## config.mk

```make
export PLATFORM = sky130hd
export DESIGN_NAME = fp_expander
export DESIGN_NICKNAME = d
export VERILOG_FILES = /design/src/rtl/fp_expander.sv
export SDC_FILE = /design/constraint.sdc
export NUM_CORES = 1
export LEC_CHECK = 0
export ABC_AREA = 1
export BUFFER_PORTS_ARGS = -buffer_cell sky130_fd_sc_hd__buf_2
export CAP_MARGIN = 20
export CORE_UTILIZATION = 55
export DETAILED_ROUTE_END_ITERATION = 10
export GPL_ROUTABILITY_DRIVEN = 0
export GPL_TIMING_DRIVEN = 0
export PLACE_DENSITY_LB_ADDON = 0.25
export SYNTH_ARGS = -nofsm -noshare
export SYNTH_HDL_FRONTEND = slang
export SYNTH_SLANG_ARGS = --single-unit
```

## constraint.sdc

```tcl
create_clock -name clk -period 2 [get_ports clk]
set_clock_uncertainty 0.15 [all_clocks]
set_input_delay 0.1 -clock clk [delete_from_list [all_inputs] [get_ports clk]]
set_output_delay 0.1 -clock clk [all_outputs]
set_load 0.1 [all_outputs]
```

## src/rtl/fp_expander.sv

```systemverilog
// rtl/fp_expander.sv - expands 8-bit {S,E,F} float to a 12-bit two's-complement word
//
// Purpose: decoder counterpart of the FPCVT compressor. Value = (-1)^S * F * 2^E.
//   The magnitude is built by shifting F left once per clock, E times, then the
//   sign is applied and the result is offered on a valid/ready output.
// Ports:
//   clk, rst_n            clock, asynchronous active-low reset
//   in_valid / in_ready   input handshake (in_ready high only in IDLE)
//   S, E, F               sign, exponent, significand
//   out_valid / out_ready output handshake (out_valid high only in DONE)
//   D                     expanded result, held after the output handshake
module fp_expander #(
  parameter int W_D = 12,
  parameter int W_E = 3,
  parameter int W_F = 4
) (
  input  logic           clk,
  input  logic           rst_n,
  input  logic           in_valid,
  output logic           in_ready,
  input  logic           S,
  input  logic [W_E-1:0] E,
  input  logic [W_F-1:0] F,
  output logic           out_valid,
  input  logic           out_ready,
  output logic [W_D-1:0] D
);

  typedef enum logic [1:0] {
    IDLE  = 2'd0,
    SHIFT = 2'd1,
    SIGN  = 2'd2,
    DONE  = 2'd3
  } state_t;

  state_t         state;
  logic [W_D-1:0] mag;
  logic [W_E-1:0] cnt;
  logic           sgn;

  // in_ready and out_valid are registered alongside the state so that they
  // track IDLE and DONE exactly without any combinational decode.
  always_ff @(posedge clk or negedge rst_n) begin
    if (!rst_n) begin
      state     <= IDLE;
      in_ready  <= 1'b1;
      out_valid <= 1'b0;
      D         <= '0;
      mag       <= '0;
      cnt       <= '0;
      sgn       <= 1'b0;
    end else begin
      case (state)
        IDLE: begin
          if (in_valid && in_ready) begin
            mag      <= {{(W_D-W_F){1'b0}}, F};
            cnt      <= E;
            sgn      <= S;
            in_ready <= 1'b0;
            state    <= SHIFT;
          end
        end
        SHIFT: begin
          // The exit test is made before shifting, so E=0 still spends one cycle here.
          if (cnt == '0) begin
            state <= SIGN;
          end else begin
            mag <= mag << 1;
            cnt <= cnt - 1'b1;
          end
        end
        SIGN: begin
          // Negating zero gives zero, so a negative-zero input yields D=0.
          D         <= sgn ? (~mag + 1'b1) : mag;
          out_valid <= 1'b1;
          state     <= DONE;
        end
        DONE: begin
          if (out_ready) begin
            out_valid <= 1'b0;
            in_ready  <= 1'b1;
            state     <= IDLE;
          end
        end
        default: begin
          state     <= IDLE;
          in_ready  <= 1'b1;
          out_valid <= 1'b0;
        end
      endcase
    end
  end

endmodule

```

==> results of run 1 <==
cell usage in the layout, fill, tap and decap left out, types with 7 or more instances in the layout:
cell type / n
buf_2: 27
nor2_1: 9
nand2_1: 52
ha_1: 7
o21ai_1: 7
inv_1: 16
nand3_1: 22
dlygate4sd3_1: 11
o21ai_2: 14
dfrtp_1: 31
area by class of cell:
cell class                 instances  area (um^2)  share of cell area [%]
clock buffer                       8         58.8                    2.75
multi-input combinational        141          822                    38.5
buffer                             7         60.1                    2.81
timing repair buffer              37          243                    11.4
inverter                          22         95.1                    4.45
tap                               44         55.1                    2.58
sequential                        32          802                    37.6
registers in the layout, indices dropped and copies added (netlist names):
register,flops
out_valid,1
sgn,1
cnt,3
mag,12
in_ready,1
D,12
state,2
logic make-up after synthesis:
kind of cell             synth area share, %
AO/OA/AOI/OAI                           13.5
XOR/XNOR                                1.48
adder cells (fa/ha/maj)                 5.63
buffers and inverters                   8.73
flip-flops                              45.1
multiplexers                           0.634
AND/OR/NAND/NOR                         24.9
Yosys cell counts:
| master | count |
|---|---|
| buf_6 | 2 |
| nand2_2 | 2 |
| o211ai_1 | 5 |
| nor3_1 | 1 |
| inv_6 | 1 |
| inv_2 | 2 |
| o21ai_1 | 7 |
| nand2_1 | 52 |
| dfstp_2 | 1 |
| buf_2 | 2 |
| dfrtp_1 | 31 |
| clkbuf_1 | 1 |
| ha_1 | 8 |
| o21ai_0 | 1 |
| o21ai_2 | 14 |
| xor2_1 | 3 |
| a21oi_1 | 3 |
| nand3_2 | 5 |
| o31ai_1 | 1 |
| buf_1 | 1 |
| nand2_4 | 1 |
| nand4_1 | 3 |
| nor2_2 | 1 |
| a31oi_1 | 1 |
| mux2_2 | 1 |
| inv_8 | 1 |
| nor2_1 | 9 |
| a32o_1 | 1 |
| inv_1 | 18 |
| nand3_1 | 22 |
| buf_12 | 1 |
through the flow:
stage | cells | hold WS [ns] | setup WS, ns | utilization, %
finish | 291 | 0.138 | 0.0544 | 70.0
global route | 291 | 0.171 | 0.00139 | 70.0
CTS | 290 | 0.128 | 0.0212 | 69.6
detailed placement | 271 | 0.0351 | 0.298 | 64.1
global placement | 271 | 0.0373 | 0.322 | 64.1
floorplan | 202 | -0.346 | 0.252 | -
critical path: stages (launching register included):
cell           delay (ns)
dfrtp_1              0.40
inv_2                0.08
ha_2                 0.21
nand3_1              0.09
mux2_2               0.33
dlygate4sd3_1        0.57
how the worst max path moves through the flow:
stage / start / end / slack, ns / cells past startpoint
5_1_grt: state[0]$_DFFE_PN0P_ / sgn$_DFFE_PN0P_ / 0.001 / 5
3_3_place_gp: state[1]$_DFFE_PN0P_ / cnt[1]$_DFFE_PN0P_ / 0.32 / 9
3_5_place_dp: state[1]$_DFFE_PN0P_ / cnt[1]$_DFFE_PN0P_ / 0.30 / 9
6_report: state[0]$_DFFE_PN0P_ / sgn$_DFFE_PN0P_ / 0.05 / 5
4_1_cts: state[0]$_DFFE_PN0P_ / sgn$_DFFE_PN0P_ / 0.02 / 5
2_1_floorplan: in_ready$_DFFE_PN1P_ / cnt[1]$_DFFE_PN0P_ / 0.25 / 6
routing by layer:
metal | wire length (um) | track usage, % | vias to the layer above
met4 | 92 | 13.9 | 0
met5 | 0 | 0 | -
met3 | 96 | 4.62 | 9
li1 | - | - | 757
met1 | 1660 | 29.8 | 675
met2 | 1740 | 38.6 | 28
repair_timing:
item,CTS,global route
endpoints found under the setup margin,0,1
hold buffers,11,0
hold endpoints to repair,40,0
setup buffers,0,1
resized for setup,0,3
==> metrics.md, run 1 <==
| Metric | Value |
|---|---|
| Share of layout cells above drive strength 1 | `around 28%` |
| Worst slew pin tran | `between 0.7 and 0.8 ns` |
| Clock slew at reported path FFs | `around 0.09 ns` |
| Placed cell area | `between 1500 and 2000 um^2` |
| Hold EP | `mag[4]$_DFFE_PN0P_` |
| Core area | `slightly above 3000 um^2` |
| Num CTS Buffers | `5` |
| DIE WIDTH | `58.8 um` |
| R2R depth | `5` |
| Max-cap viol count | `0` |
| Max Freq | `514 MHz` |
| Gr usage total | `23.9%` |
| Mean Syn Cell Area | `between 8 and 9 um^2` |
| Final setup vio count | `0` |
| Final Slew Violations | `0` |
| WL/cell | `12.3 um` |
| Tmin final | `1.95 ns` |
| Synth Instances | `just over 200` |
| CP required | `2.06 ns` |
| CTS sink count | `32` |
| Critical path class | `flop to flop` |
| Pre-antenna DRT Iters | `4` |
| Clk Latency, worst-skew pair | `about 0.34 ns` |
| Detail Placement HPWL | `2.50 mm` |
| Worst hold start | `in_valid` |
| RSZ-0062 raised after global routing | `false` |
| Yosys reg bits | `32` |
| Buffers on Ports | `25` |
| DRT iter0 DRCs | `between 40 and 50` |
| # rows | `20` |
| Post-Syn Nets | `between 200 and 250` |
| Root Buffer | `clkbuf_4` |
| Final hold violation count | `0` |
| Hold Path Stages | `5` |
| DIE HEIGHT | `a little under 60 um` |
| ANT cells | `0` |
| Vias | `between 1000 and 1500` |
| Final Cycle Share | `a little over nine tenths` |
| Design area | `about 2100 um^2` |
| Area share of the largest cell type after synthesis | `between 40% and 50%` |
| CP max FO | `4` |
| Yosys warns | `0` |
| Outcome | `finished, final reports clean` |
| Worst min path class | `primary input to flop` |
| R2R Path Start | `state[0]$_DFFE_PN0P_` |
| Crit end category | `flop` |
| Fill count | `276` |
| Synth cell types | `31` |
| Initial Util | `slightly below 60%` |
| I/O Pins | `26` |
| First-pass GRT wire length | `between 6 and 7 mm` |
| CTS tree | `done` |
| Worst EP arrival | `around 2.0 ns` |
| Die area | `between 3000 and 4000 um^2` |
| Remaining global-route overflow | `0` |
| Htree depth | `2` |
| Area leader, netlist | `dfrtp_1` |
| Synthesized cell area | `between 1500 and 2000 um^2` |
| Layout net count | `~270` |
| Setup TNS | `0 ns` |
| Final ANT Viol Nets | `0` |
| Final WL | `roughly 3.6 mm` |
| Sequential share of the synthesized area | `45.1%` |
| Worst reg2reg endpoint | `sgn$_DFFE_PN0P_` |
| Flop-to-flop setup slack | `~0.054 ns` |
| Layout area overhead | `20.2%` |
| Vias per cell | `slightly above 5` |
| Setup crit start kind | `flop` |
| Initial antenna violation count | `0` |
| Drc violations | `0` |
| Vias in the first global route | `between 1000 and 1500` |
| Pin count of the biggest net entering global routing | `33` |
| Slew headroom | `52.9%` |
| Worst-case clock buffer depth | `2` |
| Top cells by area, synth | `dfrtp_1 (44%), nand2_1 (11%), o21ai_2 (6.9%)` |
Power of run 1 is not shown: default switching activity piles up to over one toggle a cycle in this logic, so the estimate is an artifact.
==> inputs of run 2 (changes only) <==
--- a/config.mk
+++ b/config.mk
@@ -5,14 +5,13 @@
 export SDC_FILE = /design/constraint.sdc
 export NUM_CORES = 1
 export LEC_CHECK = 0
-export ABC_AREA = 1
 export BUFFER_PORTS_ARGS = -buffer_cell sky130_fd_sc_hd__buf_2
 export CAP_MARGIN = 20
 export CORE_UTILIZATION = 55
 export DETAILED_ROUTE_END_ITERATION = 10
 export GPL_ROUTABILITY_DRIVEN = 0
 export GPL_TIMING_DRIVEN = 0
-export PLACE_DENSITY_LB_ADDON = 0.25
+export PLACE_DENSITY_LB_ADDON = 0.08
 export SYNTH_ARGS = -nofsm -noshare
 export SYNTH_HDL_FRONTEND = slang
 export SYNTH_SLANG_ARGS = --single-unit
==> run 2 against run 1 <==
Effect of this change:
- final area up 6.8%
- sequential cell count unchanged
- first-iteration DRC count rose to 2.7 times the previous value
- sequential share of layout area down 2.2 points
- synthesized area up 4.9%
- global-route usage up 1.7 points
- non-clock buffer count up 7
- die area up 4.7%
- core utilization up 3.0 points
- via count up 6.7%
- synthesized cell count down 8.4%
==> metrics.md, run 2 <==
| Metric | Value |
|---|---|
| Outcome | `finished, final reports clean` |
| Synth Instances | `185 (-8.4%)` |
| Worst EP arrival | `2.02 ns (about the same)` |
| Dominant synthesized flop cell | `dfrtp_1` |
| Synth cell types | `44 (+42%)` |
| Slew headroom | `51.9% (-1.0 points)` |
| Pre-antenna DRT Iters | `4 (unchanged)` |
| Setup TNS | `0 ns (unchanged)` |
| Initial Util | `59.6% (+1.4 points)` |
| Design area | `2280 um^2 (+6.8%)` |
| Top flop regs | `D: 12 flops, mag: 12 flops, cnt: 3 flops` |
| Max-cap viol count | `0 (unchanged)` |
| Root Buffer | `clkbuf_4` |
| Most numerous cell in the Yosys netlist | `dfrtp_1` |
| Htree depth | `2 (unchanged)` |
| Vias in the first global route | `1454 (+4.1%)` |
| Final WL | `4.09 mm (+14%)` |
| Final hold violation count | `0 (unchanged)` |
| Crit end category | `flop` |
| Gr usage total | `25.6% (+1.7 points)` |
| DIE WIDTH | `60.2 um (+2.3%)` |
| Final Slew Violations | `0 (unchanged)` |
| Layout area overhead | `22.4%` |
| DIE HEIGHT | `60.2 um (+2.3%)` |
| Buffers on Ports | `25 (unchanged)` |
| CTS tree | `done` |
| Most frequent cells in the layout | `dfrtp_1 (31), buf_2 (28), inv_1 (23)` |
| Placed cell area | `2050 um^2 (+4.6%)` |
| CP max FO | `4 (unchanged)` |
| Yosys warns | `0 (unchanged)` |
| Met3 WL | `206 um (+110%)` |
| Area share of the largest cell type after synthesis | `41.6% (-2.0 points)` |
| Max Freq | `517 MHz (+0.66%)` |
| Critical path class | `flop to flop` |
| Number of flops mapped to enable cells by yosys | `0 (unchanged)` |
| CTS sink count | `32 (unchanged)` |
| Synthesized cell area | `1860 um^2 (+4.9%)` |
| Met1 wire length | `1.83 mm (+10%)` |
| Initial antenna violation count | `0 (unchanged)` |
| Critical path origin | `cnt[0]$_DFFE_PN0P_` |
| Post-Syn Nets | `205 (-7.7%)` |
| Vias | `1568 (+6.7%)` |
| Worst min path class | `primary input to asynchronous set/reset pin` |
| Top Layer Used | `met4` |
| DRT iter0 DRCs | `122 (+170%)` |
| Core area | `3130 um^2 (+2.5%)` |
| Clock slew at reported path FFs | `0.11 ns (+0.02 ns)` |
| Tmin final | `1.93 ns (-0.0128 ns)` |
| Yosys reg bits | `32 (unchanged)` |
| Num CTS Buffers | `5 (unchanged)` |
| Final ANT Viol Nets | `0 (unchanged)` |
| Drc violations | `0 (unchanged)` |
| Final Cycle Share | `96.6% (-0.64 points)` |
| Die area | `3620 um^2 (+4.7%)` |
| Fraction of registers with async set/reset | `100% (unchanged)` |
| Mean Syn Cell Area | `10.1 um^2 (+14%)` |
| First-pass GRT wire length | `6.70 mm (+10%)` |
| Share of layout cells above drive strength 1 | `26.5% (-1.4 points)` |
| RSZ-0062 raised after global routing | `false` |
| ANT cells | `0 (unchanged)` |
| Area leader, netlist | `dfrtp_1` |
| Clk Latency, worst-skew pair | `0.34 ns (about the same)` |
| # rows | `20 (unchanged)` |
| Layout net count | `253 (-4.9%)` |
| CP required | `2.09 ns (+0.03 ns)` |
| Worst slew pin tran | `0.722 ns (+0.0154 ns)` |
| Detail Placement HPWL | `2.78 mm (+11%)` |
| Sequential share of the synthesized area | `43.0% (-2.1 points)` |
| Final core occ | `72.9% (+3.0 points)` |
| Most instantiated cells after synthesis | `dfrtp_1 (31), inv_1 (23), mux2i_1 (14), nand2_1 (10), nor2_1 (9)` |
| Fill count | `232 (-16%)` |
| Commonest non-fill, non-tap cell in the layout | `dfrtp_1` |
| Worst-case clock buffer depth | `2 (unchanged)` |
| I/O Pins | `26 (unchanged)` |
| Met2 Routed Length | `1.99 mm (+15%)` |
| Final setup vio count | `0 (unchanged)` |
| Vias per cell | `5.64 (+12%)` |
| R2R Path Start | `cnt[0]$_DFFE_PN0P_` |
| WL/cell | `14.7 um (+19%)` |
| Remaining global-route overflow | `0 (unchanged)` |
| Pin count of the biggest net entering global routing | `33 (unchanged)` |
| Setup crit start kind | `flop` |
| Top cells by area, synth | `dfrtp_1 (42%), mux2i_1 (7.5%), ha_1 (5.4%)` |
[run 2: cell count changes after synthesis, sizes merged, moves of 6 or more]
cell    delta
nand2     -45
nand3b     +6
mux2       +6
o21ai     -18
mux2i     +14
nand3     -22
nor2b      +7
[run 2: cell type report]
class                   count  area [um^2]  area share, %
clock buffers               6         51.3           2.25
multi-input cells         120          933           40.9
inverters                  23         86.3           3.78
plain buffers              10         58.8           2.58
clock inverters             2         15.0          0.658
well taps                  44         55.1           2.41
flip-flops and latches     32          806           35.3
repair buffers             41          275           12.1
[run 2: stage by stage]
stage	hold WS, ns	setup slack [ns]	cells
finish	0.182	0.0672	278
global route	0.239	0.000736	278
CTS	0.188	0.0244	275
detailed placement	0.0426	-0.0929	254
global placement	0.0330	-0.0187	254
floorplan	-0.346	0.0771	185
[run 2: cells by family after synthesis]
logic type / synth area share [%]
compound gates: 13.4
xor+xnor: 0.470
fa+ha+maj: 5.37
buf+inv: 7.32
flops: 43.0
mux: 11.8
simple gates: 18.6
[run 2: metal layers]
| layer | GRT usage, % | vias up |
|---|---|---|
| li1 | - | 753 |
| met1 | 32.7 | 753 |
| met2 | 41.6 | 56 |
| met3 | 5.84 | 6 |
| met4 | 10.3 | 0 |
| met5 | 0 | - |
[run 2: repair_timing]
| action | in CTS | in global routing |
|---|---|---|
| setup endpoints to repair | 14 | 18 |
| endpoints found under the hold margin | 41 | 0 |
| hold buffers | 12 | 0 |
| setup buffers | 1 | 2 |
| resized for setup | 3 | 5 |
| pin swaps | 1 | 1 |
| gates cloned | 0 | 1 |
[run 2: worst paths after layout]
kind                                        endpoint  slack [ns]  cells past startpoint
worst max-delay path            state[1]$_DFFE_PN0P_        0.07                      6
worst min-delay path                D[3]$_DFFE_PN0P_        0.18                      2
worst max register to register  state[1]$_DFFE_PN0P_        0.07                      6
worst min register to register      D[4]$_DFFE_PN0P_        0.35                      2
max in group asynchronous         mag[8]$_DFFE_PN0P_        1.06                      2
min in group clk                    D[4]$_DFFE_PN0P_        0.35                      2
[run 2: worst max-delay path: stages, from the launching register on]
cell and delay [ns]:
dfrtp_1 0.38, inv_1 0.09, ha_1 0.16, ha_1 0.21
inv_1 0.12, a221oi_2 0.33, mux2_2 0.38
Power of run 2 is left out for the same reason.
